## config.mk

```make
export PLATFORM = sky130hd
export DESIGN_NAME = ram_arbiter
export DESIGN_NICKNAME = d
export VERILOG_FILES = /design/src/rtl/ram_arbiter.sv
export SDC_FILE = /design/constraint.sdc
export NUM_CORES = 1
export LEC_CHECK = 0
export BUFFER_PORTS_ARGS = -buffer_cell sky130_fd_sc_hd__buf_4
export CAP_MARGIN = 20
export CORE_MARGIN = 4
export CORE_UTILIZATION = 30
export DETAILED_ROUTE_END_ITERATION = 16
export SKIP_CTS_REPAIR_TIMING = 1
export SYNTH_ARGS = -nofsm -noshare
export SYNTH_HDL_FRONTEND = slang
export SYNTH_SLANG_ARGS = --single-unit
```

## constraint.sdc

```tcl
create_clock -name clk -period 4.4 [get_ports clk]
set_input_delay 1.32 -clock clk [delete_from_list [all_inputs] [get_ports clk]]
set_output_delay 1.32 -clock clk [all_outputs]
set_load 0.02 [all_outputs]
```

## src/rtl/ram_arbiter.sv

```systemverilog
// rtl/ram_arbiter.sv - two-requester round-robin arbiter for a single-port data RAM
// Serialises CPU and DMA word accesses through one latched transaction at a time.
module ram_arbiter #(
  parameter int ADDR_W = 12,
  parameter int DATA_W = 32
) (
  input  logic              clk,
  input  logic              reset,
  input  logic              cpu_req,
  input  logic              cpu_we,
  input  logic [ADDR_W-1:0] cpu_addr,
  input  logic [DATA_W-1:0] cpu_wdata,
  output logic              cpu_ack,
  output logic [DATA_W-1:0] cpu_rdata,
  input  logic              dma_req,
  input  logic              dma_we,
  input  logic [ADDR_W-1:0] dma_addr,
  input  logic [DATA_W-1:0] dma_wdata,
  output logic              dma_ack,
  output logic [DATA_W-1:0] dma_rdata,
  output logic [ADDR_W-1:0] ram_addr,
  output logic [DATA_W-1:0] ram_data_in,
  output logic              ram_we,
  output logic              ram_re,
  input  logic [DATA_W-1:0] ram_data_out
);

  typedef enum logic [1:0] {IDLE, ACCESS, CAPTURE, ACK} state_t;

  localparam logic OWNER_CPU = 1'b0;
  localparam logic OWNER_DMA = 1'b1;

  state_t            state, state_nxt;
  logic              lat_we;
  logic              owner;
  logic              last_grant;
  logic              grant_dma;
  logic              any_req;
  logic [ADDR_W-1:0] lat_addr;
  logic [DATA_W-1:0] lat_wdata;

  // On a tie the requester that did not win last time gets the RAM.
  assign any_req   = cpu_req | dma_req;
  assign grant_dma = dma_req & (~cpu_req | (last_grant == OWNER_CPU));

  always_ff @(posedge clk or posedge reset) begin
    if (reset) begin
      state      <= IDLE;
      lat_we     <= 1'b0;
      owner      <= OWNER_CPU;
      last_grant <= OWNER_DMA;
      lat_addr   <= '0;
      lat_wdata  <= '0;
      cpu_rdata  <= '0;
      dma_rdata  <= '0;
    end else begin
      state <= state_nxt;
      if (state == IDLE && any_req) begin
        owner      <= grant_dma;
        last_grant <= grant_dma;
        lat_we     <= grant_dma ? dma_we    : cpu_we;
        lat_addr   <= grant_dma ? dma_addr  : cpu_addr;
        lat_wdata  <= grant_dma ? dma_wdata : cpu_wdata;
      end
      if (state == CAPTURE) begin
        if (owner == OWNER_DMA) dma_rdata <= ram_data_out;
        else                    cpu_rdata <= ram_data_out;
      end
    end
  end

  // RAM strobes and acks decode straight from state so reset drops them at once.
  always_comb begin
    state_nxt   = state;
    ram_we      = 1'b0;
    ram_re      = 1'b0;
    cpu_ack     = 1'b0;
    dma_ack     = 1'b0;
    ram_addr    = lat_addr;
    ram_data_in = lat_wdata;
    case (state)
      IDLE: begin
        if (any_req) state_nxt = ACCESS;
      end
      ACCESS: begin
        ram_we    = lat_we;
        ram_re    = ~lat_we;
        state_nxt = lat_we ? ACK : CAPTURE;
      end
      CAPTURE: begin
        state_nxt = ACK;
      end
      ACK: begin
        cpu_ack   = (owner == OWNER_CPU);
        dma_ack   = (owner == OWNER_DMA);
        state_nxt = IDLE;
      end
      default: state_nxt = IDLE;
    endcase
  end

endmodule

```

==> flow_metrics.py, run 1 <==
metrics = {
    "timing": {
        "rsz0062_at_grt": "no",
        "setup_viol": 0,
        "hold_violations": 0,
        "drv_slew": 0,
        "tightest_slew_ns": 0.9024,
        "timing.slew.headroom_pct": 39.84,
        "max_freq_mhz": 366.0,
        "fin_tns_setup_ns": 0,
        "finClkSkew_ns": 0.004040,
        "timing.final.ws_setup_ns": 1.668,
        "fin_crit_sh_pct": 62.10,
        "min_period_ns": 2.732,
    },
    "clock_tree": {
        "cts_tree": "done",
        "cts_buffer_depth": 2,
        "path_clk_slew_ns": 0.05,
        "htree_levels": 4,
        "cts_root_buffer": "clkbuf_16",
        "clock_sinks": 113,
        "insertion_delay_ns": 0.40,
        "numCtsBuffers": 17,
    },
    "floorplanning": {
        "row_count": 45,
        "core_um2": 15310,
        "die_x_um": 133.3,
        "die_area_um2": 17780,
        "ios": 238,
        "die_y_um": 133.3,
        "start_util_pct": 30.77,
    },
    "job": {
        "maxCapViolCount": 0,
    },
    "routing": {
        "routedWlPerCell_um": 16.01,
        "vias": 4050,
        "totalWireLength_um": 13930,
        "drc": 0,
        "viasPerCell": 4.655,
        "drt_first_pass_iters": 4,
        "postRouteAntennaNets": 0,
        "first_iter_violations": 172,
    },
    "synthesis": {
        "synthesis.nets": 540,
        "avgSynthCellArea_um2": 11.52,
        "synthTopCellsByArea": "dfrtp_1 59%, mux2_2 15%, a21oi_1 9.7%",
        "synth.largest_area_cell": "dfrtp_1",
        "synth.distinct_cells": 24,
        "netlist_area_um2": 4712,
        "ys_ff_latch": 113,
        "yosys_warnings": 0,
        "syn_inst": 409,
        "synth_top_area_share_pct": 59.48,
        "ys_seq_area_share_pct": 60.04,
    },
    "setup_path": {
        "critPathTopFamily": "flip-flops",
        "max_stage_delay_ns": 0.40,
        "arrival_ns": 1.41,
        "crit_buf_inv": 2,
        "cp_max_fo": 5,
        "worstSetupEndpointType": "output port",
        "required_ns": 3.08,
        "criticalPathCategory": "flip-flop to output port",
        "crit_chain": "inv_1 -> ha_1 -> and2_1 -> buf_4",
        "crit_slowest_cell": "dfrtp_1",
        "cp-start-kind": "flip-flop",
    },
    "finish": {
        "fin_nets": 777,
        "final_common_cell": "buf_4",
        "most-common-layout-cells": "243 x buf_4, 112 x dfrtp_1, 91 x a21oi_1, 63 x mux2_2",
        "fin_cells": 870,
        "syn2layout_area_growth_pct": 55.44,
        "antenna_cells": 0,
        "nFillCells": 1433,
        "drive_above_1_share_pct": 52.20,
        "post-route-util_pct": 47.83,
    },
    "placed_design": {
        "gp_congestion": 0.8263,
        "pre_cts_ws_ns": 1.533,
        "io_buffers": 237,
        "hpwl_um": 10180,
        "dp_cells": 837,
    },
    "power_and_ir_drop": {
        "p_leak_nw": 3.517,
        "p_per_area_nw_per_um2": 849.1,
        "vdd_ir_drop_max_mv": 0.3822,
        "design_power_total_mw": 6.219,
    },
    "global_route": {
        "grt-ovfl-total": 0,
        "grt_pass1_vias": 4277,
        "track_usage_pct": 15.74,
        "antenna_found_initial": 0,
        "grt_max_degree": 63,
        "grt_pass1_wl_um": 22340,
    },
    "outcome": {
        "status": "finished clean",
    },
    "min_path": {
        "hold_class": "flip-flop to flip-flop",
    },
}
area by class of cell:
cell class / instances / area, um2 / area share [%]
Clock buffer: 18 / 439.2 / 5.996
Timing Repair Buffer: 244 / 1852 / 25.28
Clock inverter: 14 / 210.2 / 2.870
Tap cell: 211 / 264.0 / 3.604
Inverter: 3 / 13.76 / 0.1879
Multi-Input combinational cell: 267 / 1717 / 23.44
Sequential cell: 113 / 2829 / 38.62
through the flow:
stage | hold WS [ns] | cell area (um2)
final | 0.5022 | 7325
after CTS | 0.5047 | 7297
after detailed placement | 0.4925 | 6648
after global placement | 0.4813 | 6648
after global routing | 0.5231 | 7325
after floorplan | 0.5055 | 4712
state kept, by name, indices dropped and copies added, names as in the netlist:
| signal | count |
|---|---|
| cpu_rdata | 32 |
| dma_rdata | 32 |
| last_grant | 1 |
| lat_we | 1 |
| owner | 1 |
| ram_addr | 12 |
| ram_data_in | 32 |
| state | 2 |
report_power, final:
group	total (mW)	internal, mW	switching [mW]
clock network	1.50	1.02	0.480
logic	2.82	1.30	1.52
registers	1.90	1.59	0.313
total	6.22	3.90	2.32
final timing paths:
kind / start / to / slack (ns) / depth (start not counted)
hold reg to reg: cpu_rdata[12]$_DFFE_PP0P_ / cpu_rdata[12]$_DFFE_PP0P_ / 0.50 / 1
max in group asynchronous: reset / cpu_rdata[0]$_DFFE_PP0P_ / 2.46 / 3
hold / removal: cpu_rdata[12]$_DFFE_PP0P_ / cpu_rdata[12]$_DFFE_PP0P_ / 0.50 / 1
min in group asynchronous: reset / cpu_rdata[10]$_DFFE_PP0P_ / 1.06 / 2
setup reg to reg: state[0]$_DFFE_PP0P_ / ram_data_in[13]$_DFFE_PP0P_ / 2.07 / 6
setup / recovery: state[1]$_DFFE_PP0P_ / ram_we / 1.67 / 4
logic make-up (layout without fill, tap and decap cells):
| family | after synthesis | after routing | share of synthesized area (%) |
|---|---|---|---|
| buffers and inverters | 29 | 279 | 3.691 |
| and+or+nand+nor | 98 | 98 | 8.152 |
| muxes | 65 | 65 | 15.53 |
| AOI/OAI and AO/OA | 99 | 99 | 11.26 |
| adders and majority gates | 5 | 5 | 1.328 |
| DFF | 113 | 113 | 60.04 |
cells in the mapped netlist (all sizes together):
cell type and number:
o31ai 2, inv 3, buf 22, o21ai 1
nor2 46, nor2b 2, o21a 1, and2 2
nand2b 1, dfstp 1, a31oi 1, ha 5
a21bo 1, a21boi 1, a21oi 91, a22o 1
dfrtp 112, clkbuf 4, nor3b 1, nand2 46
mux2 65
per-layer routing:
metal,wire [um],share of wire (%),vias up,global-route usage (%)
met4,253,1.8,0,6.057
met3,1143,8.2,18,5.400
met2,6579,47,187,25.76
met5,0,0,-,0
met1,5951,43,1971,19.24
li1,-,-,1874,-
Power figures use the tool's default switching activity.
==> run 2, diff against run 1 <==
Clock period 4.4 ns to 2.8 ns, I/O delays scaled along.
==> flow_metrics.py, run 2 (synthesized netlist as in run 1, its figures left out) <==
metrics = {
    "outcome": {
        "status": "finished clean",
    },
    "floorplanning": {
        "start_util_pct": 30.77,
        "row_count": 45,
        "die_area_um2": 17780,
        "die_y_um": 133.3,
        "die_x_um": 133.3,
        "core_um2": 15310,
        "ios": 238,
    },
    "setup_path": {
        "ff2ff_path_depth": 4,
        "worstSetupEndpointType": "output port",
        "cp-start-kind": "flip-flop",
        "cp_max_fo": 5,
        "required_ns": 1.96,
        "arrival_ns": 1.44,
        "criticalPathCategory": "flip-flop to output port",
    },
    "finish": {
        "antenna_cells": 0,
        "fin_cells": 871,
        "final_common_cell": "buf_4",
        "finalInstanceArea_um2": 7335,
        "nFillCells": 1426,
        "syn2layout_area_growth_pct": 55.66,
        "most-common-layout-cells": "243 x buf_4, 112 x dfrtp_1, 91 x a21oi_1, 63 x mux2_2",
        "drive_above_1_share_pct": 52.27,
        "fin_nets": 778,
        "post-route-util_pct": 47.89,
    },
    "min_path": {
        "min_path_cells": 1,
        "hold_class": "flip-flop to flip-flop",
    },
    "timing": {
        "finClkSkew_ns": 0.006195,
        "rsz0062_at_grt": "no",
        "hold_slack_ns": 0.4997,
        "fin_tns_setup_ns": 0,
        "setup_viol": 0,
        "max_freq_mhz": 438.3,
        "hold_violations": 0,
        "drv_slew": 0,
        "tightest_slew_ns": 0.6275,
        "timing.slew.headroom_pct": 58.08,
        "fin_crit_sh_pct": 81.48,
        "min_period_ns": 2.282,
        "timing.final.ws_setup_ns": 0.5184,
    },
    "job": {
        "maxCapViolCount": 0,
    },
    "power_and_ir_drop": {
        "p_per_area_nw_per_um2": 1323,
        "design_power_total_mw": 9.701,
        "vdd_ir_drop_max_mv": 0.4204,
        "p_leak_nw": 3.514,
    },
    "global_route": {
        "antenna_found_initial": 0,
        "grt_pass1_wl_um": 21910,
        "grt-ovfl-total": 0,
        "grt_pass1_vias": 4281,
        "grt_max_degree": 57,
        "track_usage_pct": 15.42,
    },
    "routing": {
        "routed.top_layer": "met4",
        "totalWireLength_um": 13640,
        "drt-met1-wl_um": 5879,
        "routed-wl-met3_um": 1159,
        "routedWlPerCell_um": 15.65,
        "first_iter_violations": 119,
        "vias": 4007,
        "drc": 0,
        "drt_first_pass_iters": 4,
        "postRouteAntennaNets": 0,
        "wl_met2_um": 6479,
        "viasPerCell": 4.600,
    },
    "placed_design": {
        "dp_cells": 839,
        "hpwl_um": 9844,
        "pre_cts_ws_ns": 0.7741,
        "io_buffers": 237,
        "place_area_um2": 6689,
        "gp_congestion": 0.7388,
    },
    "clock_tree": {
        "path_clk_slew_ns": 0.05,
        "clock_sinks": 113,
        "insertion_delay_ns": 0.41,
        "cts_buffer_depth": 2,
        "numCtsBuffers": 17,
        "htree_levels": 4,
        "cts_tree": "done",
        "cts_root_buffer": "clkbuf_16",
    },
}
## run 2: changes by cell type in the layout (fill, tap and decap cells not counted)
cell        change
clkinvlp_4      +1
clkinv_4        +1
inv_4           -1
buf_12          +2
clkinv_2        -2
clkbuf_8        +2
bufinv_16       -1
buf_16          -1
## run 2: cell type report
class / count / area (um2) / area share [%]
repair buffers: 245 / 1864 / 25.42
multi-input cells: 267 / 1717 / 23.41
clock inverters: 12 / 178.9 / 2.439
inverters: 3 / 15.01 / 0.2047
clock buffers: 20 / 466.7 / 6.363
flip-flops and latches: 113 / 2829 / 38.57
well taps: 211 / 264.0 / 3.599
## run 2: report_power, final
group	switching, mW	total (mW)	internal (mW)
registers	0.495	2.99	2.50
clock network	0.758	2.32	1.56
logic	2.37	4.39	2.02
total	3.62	9.70	6.08
## run 2: metal layers
layer / vias to the layer above / track usage (%)
li1: 1872 / -
met1: 1950 / 19.03
met2: 174 / 25.00
met3: 11 / 6.344
met4: 0 / 4.343
met5: - / 0
## run 2: worst max-delay path, stage by stage (launching register included)
cell and delay [ns]:
dfrtp_1 0.42, inv_1 0.12, ha_1 0.17, and2_1 0.16, buf_4 0.16
## run 2: final timing paths
kind,from,to,slack [ns]
max,state[1]$_DFFE_PP0P_,ram_we,0.52
min,cpu_rdata[22]$_DFFE_PP0P_,cpu_rdata[22]$_DFFE_PP0P_,0.50
max reg2reg,state[0]$_DFFE_PP0P_,state[1]$_DFFE_PP0P_,0.91
min reg2reg,cpu_rdata[22]$_DFFE_PP0P_,cpu_rdata[22]$_DFFE_PP0P_,0.50
max in group asynchronous,reset,last_grant$_DFFE_PP1P_,1.55
min in group asynchronous,reset,dma_rdata[12]$_DFFE_PP0P_,0.52
